--- src/rtl/kgp_loader_pkg.sv ---
// Shared types and constants for the KGP_RISC byte-stream program loader.
// Imported by the word assembler and the loader top.
package kgp_loader_pkg;

  localparam int WORD_W = 32;
  localparam int BYTES_PER_WORD = WORD_W / 8;
  localparam logic [7:0] SYNC_BYTE_DEFAULT = 8'hA5;

  typedef enum logic [2:0] {
    ST_SYNC,
    ST_LEN_HI,
    ST_LEN_LO,
    ST_DATA,
    ST_WRITE,
    ST_DONE,
    ST_ERROR
  } state_t;

  // Big-endian placement: byte index 0 lands in bits 31:24.
  function automatic logic [WORD_W-1:0] insert_byte(
    input logic [WORD_W-1:0] word,
    input logic [1:0]        idx,
    input logic [7:0]        data
  );
    logic [WORD_W-1:0] result;
    result = word;
    case (idx)
      2'd0:    result[31:24] = data;
      2'd1:    result[23:16] = data;
      2'd2:    result[15:8]  = data;
      default: result[7:0]   = data;
    endcase
    return result;
  endfunction

endpackage

--- src/rtl/kgp_word_assembler.sv ---
// Collects four bytes MSB-first into a 32-bit word; flags the 4th byte so the
// caller can capture the completed word in the same cycle.
module kgp_word_assembler
  import kgp_loader_pkg::*;
(
  input  logic              clk,
  input  logic              reset,
  input  logic              clear,
  input  logic              load,
  input  logic [7:0]        byte_in,
  output logic [WORD_W-1:0] word_next,
  output logic              word_ready
);

  logic [1:0]        idx_q;
  logic [WORD_W-1:0] word_q;

  assign word_next  = insert_byte(word_q, idx_q, byte_in);
  assign word_ready = load && (idx_q == 2'(BYTES_PER_WORD - 1));

  // NOTE: sequential state uses non-blocking assignments so every register
  // samples pre-edge values regardless of statement order.
  always_ff @(posedge clk) begin
    if (reset) begin
      idx_q  <= '0;
      word_q <= '0;
    end else if (clear) begin
      idx_q  <= '0;
      word_q <= '0;
    end else if (load) begin
      // Index wraps to 0 after the 4th byte, ready for the next word.
      idx_q  <= idx_q + 2'd1;
      word_q <= word_next;
    end
  end

endmodule

--- src/rtl/kgp_program_loader.sv ---
// Framed byte-stream loader: writes N big-endian words into instruction memory
// from address 0 and holds the core in reset until the whole program is in.
module kgp_program_loader
  import kgp_loader_pkg::*;
#(
  parameter int         ADDR_W    = 10,
  parameter logic [7:0] SYNC_BYTE = SYNC_BYTE_DEFAULT
) (
  input  logic              clk,
  input  logic              reset,
  input  logic [7:0]        rx_data,
  input  logic              rx_valid,
  output logic              rx_ready,
  output logic              imem_we,
  output logic [ADDR_W-1:0] imem_addr,
  output logic [WORD_W-1:0] imem_wdata,
  output logic              cpu_reset,
  output logic              load_done,
  output logic              load_error
);

  // Counter is one bit wider than the address so N == 2^ADDR_W terminates
  // without wrapping. Length compares are done at 17 bits (ADDR_W <= 16).
  localparam int          CNT_W     = ADDR_W + 1;
  localparam logic [16:0] MAX_WORDS = 17'd1 << ADDR_W;

  state_t             state_q, state_d;
  logic [15:0]        len_q;
  logic [15:0]        len_full;
  logic [CNT_W-1:0]   cnt_q;
  logic [CNT_W-1:0]   cnt_inc;
  logic               last_word;
  logic               accept;
  logic               is_sync;
  logic               asm_load;
  logic               asm_clear;
  logic               word_ready;
  logic [WORD_W-1:0]  word_next;
  logic [ADDR_W-1:0]  imem_addr_q;
  logic [WORD_W-1:0]  imem_wdata_q;

  assign accept    = rx_valid && rx_ready;
  assign is_sync   = (rx_data == SYNC_BYTE);
  assign len_full  = {len_q[15:8], rx_data};
  assign cnt_inc   = cnt_q + CNT_W'(1);
  assign last_word = (17'(cnt_inc) == {1'b0, len_q});

  // Kept outside the FSM process so word_ready feeds back without a comb loop.
  assign asm_load  = accept && (state_q == ST_DATA);
  assign asm_clear = accept && (state_q == ST_LEN_LO);

  kgp_word_assembler u_assembler (
    .clk        (clk),
    .reset      (reset),
    .clear      (asm_clear),
    .load       (asm_load),
    .byte_in    (rx_data),
    .word_next  (word_next),
    .word_ready (word_ready)
  );

  always_ff @(posedge clk) begin
    if (reset) begin
      state_q <= ST_SYNC;
    end else begin
      state_q <= state_d;
    end
  end

  // NOTE: next-state defaults to the current state before the case so no
  // path leaves state_d unassigned and no latch is inferred.
  always_comb begin
    state_d = state_q;
    case (state_q)
      ST_SYNC: begin
        if (accept && is_sync) state_d = ST_LEN_HI;
      end
      ST_LEN_HI: begin
        if (accept) state_d = ST_LEN_LO;
      end
      ST_LEN_LO: begin
        if (accept) begin
          if (len_full == 16'd0) begin
            state_d = ST_DONE;
          end else if ({1'b0, len_full} > MAX_WORDS) begin
            state_d = ST_ERROR;
          end else begin
            state_d = ST_DATA;
          end
        end
      end
      ST_DATA: begin
        if (word_ready) state_d = ST_WRITE;
      end
      ST_WRITE: begin
        state_d = last_word ? ST_DONE : ST_DATA;
      end
      ST_DONE, ST_ERROR: begin
        if (accept && is_sync) state_d = ST_LEN_HI;
      end
      default: state_d = ST_SYNC;
    endcase
  end

  always_ff @(posedge clk) begin
    if (reset) begin
      len_q        <= '0;
      cnt_q        <= '0;
      imem_addr_q  <= '0;
      imem_wdata_q <= '0;
    end else begin
      if (accept && (state_q == ST_LEN_HI)) len_q[15:8] <= rx_data;
      if (accept && (state_q == ST_LEN_LO)) begin
        len_q[7:0] <= rx_data;
        cnt_q      <= '0;
      end
      // Address and data are captured with the 4th byte and then held, so the
      // memory sees stable values for the whole write cycle and after it.
      if (word_ready) begin
        imem_addr_q  <= cnt_q[ADDR_W-1:0];
        imem_wdata_q <= word_next;
      end
      if (state_q == ST_WRITE) cnt_q <= cnt_inc;
    end
  end

  assign rx_ready   = (state_q != ST_WRITE);
  assign imem_we    = (state_q == ST_WRITE);
  assign imem_addr  = imem_addr_q;
  assign imem_wdata = imem_wdata_q;
  assign cpu_reset  = (state_q != ST_DONE);
  assign load_done  = (state_q == ST_DONE);
  assign load_error = (state_q == ST_ERROR);

endmodule

--- config.mk ---
export PLATFORM = sky130hd
export DESIGN_NAME = kgp_program_loader
export DESIGN_NICKNAME = d
export VERILOG_FILES = /design/src/rtl/kgp_loader_pkg.sv /design/src/rtl/kgp_word_assembler.sv /design/src/rtl/kgp_program_loader.sv
export SDC_FILE = /design/constraint.sdc
export NUM_CORES = 1
export LEC_CHECK = 0
export CORE_MARGIN = 2
export CORE_UTILIZATION = 55
export CTS_CLUSTER_DIAMETER = 150
export DETAILED_ROUTE_END_ITERATION = 8
export PLACE_DENSITY = 0.79
export RECOVER_POWER = 25
export SLEW_MARGIN = 20
export SYNTH_ARGS = -nofsm -noshare
export SYNTH_HDL_FRONTEND = slang
export SYNTH_SLANG_ARGS = --single-unit
export TNS_END_PERCENT = 10
--- constraint.sdc ---
create_clock -name clk -period 3.3 [get_ports clk]
set_clock_uncertainty 0.15 [all_clocks]
set_input_delay 0.99 -clock clk [delete_from_list [all_inputs] [get_ports clk]]
set_output_delay 0.99 -clock clk [all_outputs]
set_load 0.02 [all_outputs]
==> results of run 1 <==
==> kinds of logic (layout without fill, tap and decap cells) <==
logic type,after synthesis,after routing,share of synthesized area [%]
DFF,106,106,45.1
adders and majority gates,6,6,1.59
buffers and inverters,58,98,4.84
AOI/OAI and AO/OA,131,131,16.7
muxes,32,32,6.80
and+or+nand+nor,229,229,21.3
xor gates and xnor gates,20,20,3.72
==> critical path: stages (launching register included) <==
cell	delay [ns]
dfxtp_1	0.51
nor2b_1	0.36
and2_1	0.18
clkdlybuf4s50_1	0.60
==> state kept, by name, indices dropped and copies added, names as in the netlist <==
signal              count
cnt_q                  11
imem_addr              10
imem_wdata             32
len_q                  16
state_q                 3
u_assembler.idx_q       2
u_assembler.word_q     32
==> cell usage in the layout, fill, tap and decap left out, types with 6 or more instances in the layout <==
| master | count |
|---|---|
| nand3_1 | 41 |
| nor3_1 | 6 |
| dlygate4sd3_1 | 14 |
| inv_1 | 6 |
| clkbuf_8 | 9 |
| buf_4 | 11 |
| a211oi_1 | 33 |
| nand2_1 | 99 |
| a21oi_1 | 77 |
| mux2i_1 | 32 |
| nor2_1 | 55 |
| ha_1 | 6 |
| dfxtp_1 | 105 |
| xnor2_1 | 15 |
| clkdlybuf4s50_1 | 42 |
| o21ai_0 | 6 |
==> final timing paths <==
path	start	slack, ns	to
worst max-delay path	state_q[1]	0.14	load_error
worst min-delay path	imem_addr[2]	0.31	imem_addr[2]
worst max register to register	cnt_q[0]	0.62	state_q[1]
worst min register to register	imem_addr[2]	0.31	imem_addr[2]
==> synth_stat cells, types with 2 or more instances <==
master	count
nand2_1	99
or3_1	4
nand2b_1	4
inv_1	6
or4_1	2
nor2_1	55
clkbuf_1	39
a21oi_1	77
buf_2	8
nand4_1	3
a211oi_1	33
nor2b_1	2
a31oi_1	2
and2_1	4
buf_1	4
a21o_1	2
and4_1	2
o21ai_0	6
o211ai_1	2
o21a_1	2
xnor2_1	15
dfxtp_1	106
ha_1	6
nand3_1	41
xor2_1	5
mux2i_1	32
nor4_1	2
nor3_1	6
and3_1	2
==> per-layer routing <==
metal / vias up / routed length (um)
met5: - / 0
met4: 0 / 190
met3: 17 / 586
met2: 115 / 5470
met1: 1912 / 4700
li1: 2077 / -
==> stage by stage <==
step	instances	util (%)	hold WS, ns
floorplan	582	-	0.286
global placement	711	65.3	0.291
detailed placement	711	65.3	0.297
CTS	727	67.6	0.311
global route	727	67.3	0.322
finish	727	67.3	0.305
==> layout make-up <==
class / instances / area (um^2)
fill: 705 / 2700
multi-input combinational: 418 / 2360
sequential: 106 / 2120
timing repair buffer: 75 / 724
tap: 105 / 131
clock buffer: 10 / 128
clock inverter: 6 / 61.3
inverter: 7 / 26.3
==> power by group through the flow <==
stage / logic, W / registers (W) / clock network, W
floorplan: 0.0000378 / 0.00131 / 0
global placement: 0.0000756 / 0.00131 / 0
detailed placement: 0.0000774 / 0.00131 / 0
CTS: 0.0000779 / 0.00128 / 0.000779
global route: 0.0000798 / 0.00128 / 0.000826
finish: 0.0000745 / 0.00128 / 0.000758
==> what timing repair did <==
action,4_1_cts,5_1_grt
resized for setup,0,1
setup endpoints to repair,0,1
setup buffers,0,0
==> results.cfg, run 1 <==
[power_and_ir_drop]
finalPower_w = 0.00211
pwr-share-clk_pct = 35.9
peakVddDrop_mv = 0.315
switching_share_pct = 24.4
power_switching_w = 0.000516
p_leak_nw = 1.83
power.density_mw_per_mm2 = 380
seqPwrFrac_pct = 60.6
p_int_w = 0.00160
power_frac_comb_pct = 3.5

[grt]
use_met3_pct = 5.59
grt_pass1_wl_mm = 18.4
grtUsageTotal_pct = 25.2
grt.busiest_layer = met2
grt_pass1_vias = 3867
met1_usage_pct = 30.7
antenna_found_initial = 0
grt_max_degree = 43
grt-ovfl-total = 0
met2_usage_pct = 43.6

[detailed_routing]
first_pass_iters = 4
ant_nets = 0
wl_per_cell_um = 15.1
drt_first_iter_violations = 196
remaining_drc_errors = 0
wirelength_mm = 10.9
via_count = 4121
viasPerCell = 5.67

[placed_design]
io_buffers = 57
place_ws_ns = 0.193
place.gp.congestion = 0.907
hpwlAfterDp_mm = 7.51
place_area_mm2 = 0.00539

[logic_synthesis]
synth.area.top_cells = dfxtp_1, a21oi_1, nand2_1, mux2i_1, a211oi_1
yosysTopAreaCell = dfxtp_1
syn_inst = 582
synth.avg_cell_area_um2 = 8.09
async_reset_ff_share_pct = 0
synth_flop_cell = dfxtp_1
ys_warn_count = 0
ys_types = 40
ys_seq_area_share_pct = 45.1
synth.top_cell.area_share_pct = 45.1
syn_area_mm2 = 0.00471
postSynthRegisterBits = 106
synth_edf_count = 0
synthesis.nets = 599

[timing]
max_freq_ghz = 0.316
drv_slew = 0
max_slew.worst_pin.slew_ns = 0.772
fin_setup_tns_ns = 0
finalCritPeriodShare_pct = 95.9
hold_violations = 0
rsz0062_at_grt = no
setup_viol = 0
slew-limit-headroom_pct = 48.5
period_minus_slack_ns = 3.16
fin_ws_ns = 0.137

[final_layout]
final_area_mm2 = 0.00555
layout-drive-gt1-share_pct = 5.79
antennaDiodeCount = 0
layout.nets = 634
areaGrowthSynthToFinish_pct = 17.9

[critical_path]
cp.arrival_ns = 2.02
reg2reg_depth = 7
worstSetupStartpointType = flop
critPathMaxFanout = 9
crit_type = flop to output pin
cp_data_required_time_ns = 2.16
cp-end-kind = output pin

[floorplan]
die_y_um = 96.5
io_pins = 58
core_area_mm2 = 0.00826
die_w_um = 96.5
start_util_pct = 57.0
dieArea_mm2 = 0.00932
rows = 33

[cts]
cts_tree = yes
cts_made_buffers = 9
clockBufferDepth = 2
htree_levels = 3
worst_skew_pair.late_latency_ns = 0.38
path_clk_slew_ns = 0.10
cts.sinks = 106
cts_hold_buffers = 0
cts_root_buf = clkbuf_8

[run_status]
status = finished, final reports clean

[run]
cap_violations = 0

[min_path]
hp-class = flop to flop
hold_depth = 2
Power figures use the tool's default switching activity.
==> run 2, diff against run 1 <==
--- a/config.mk
+++ b/config.mk
@@ -11,6 +11,7 @@
 export DETAILED_ROUTE_END_ITERATION = 8
 export PLACE_DENSITY = 0.79
 export RECOVER_POWER = 25
+export SKIP_CTS_REPAIR_TIMING = 1
 export SLEW_MARGIN = 20
 export SYNTH_ARGS = -nofsm -noshare
 export SYNTH_HDL_FRONTEND = slang
==> results of run 2 <==
The final DEF is identical to that of run 1; final timing and power are the same.
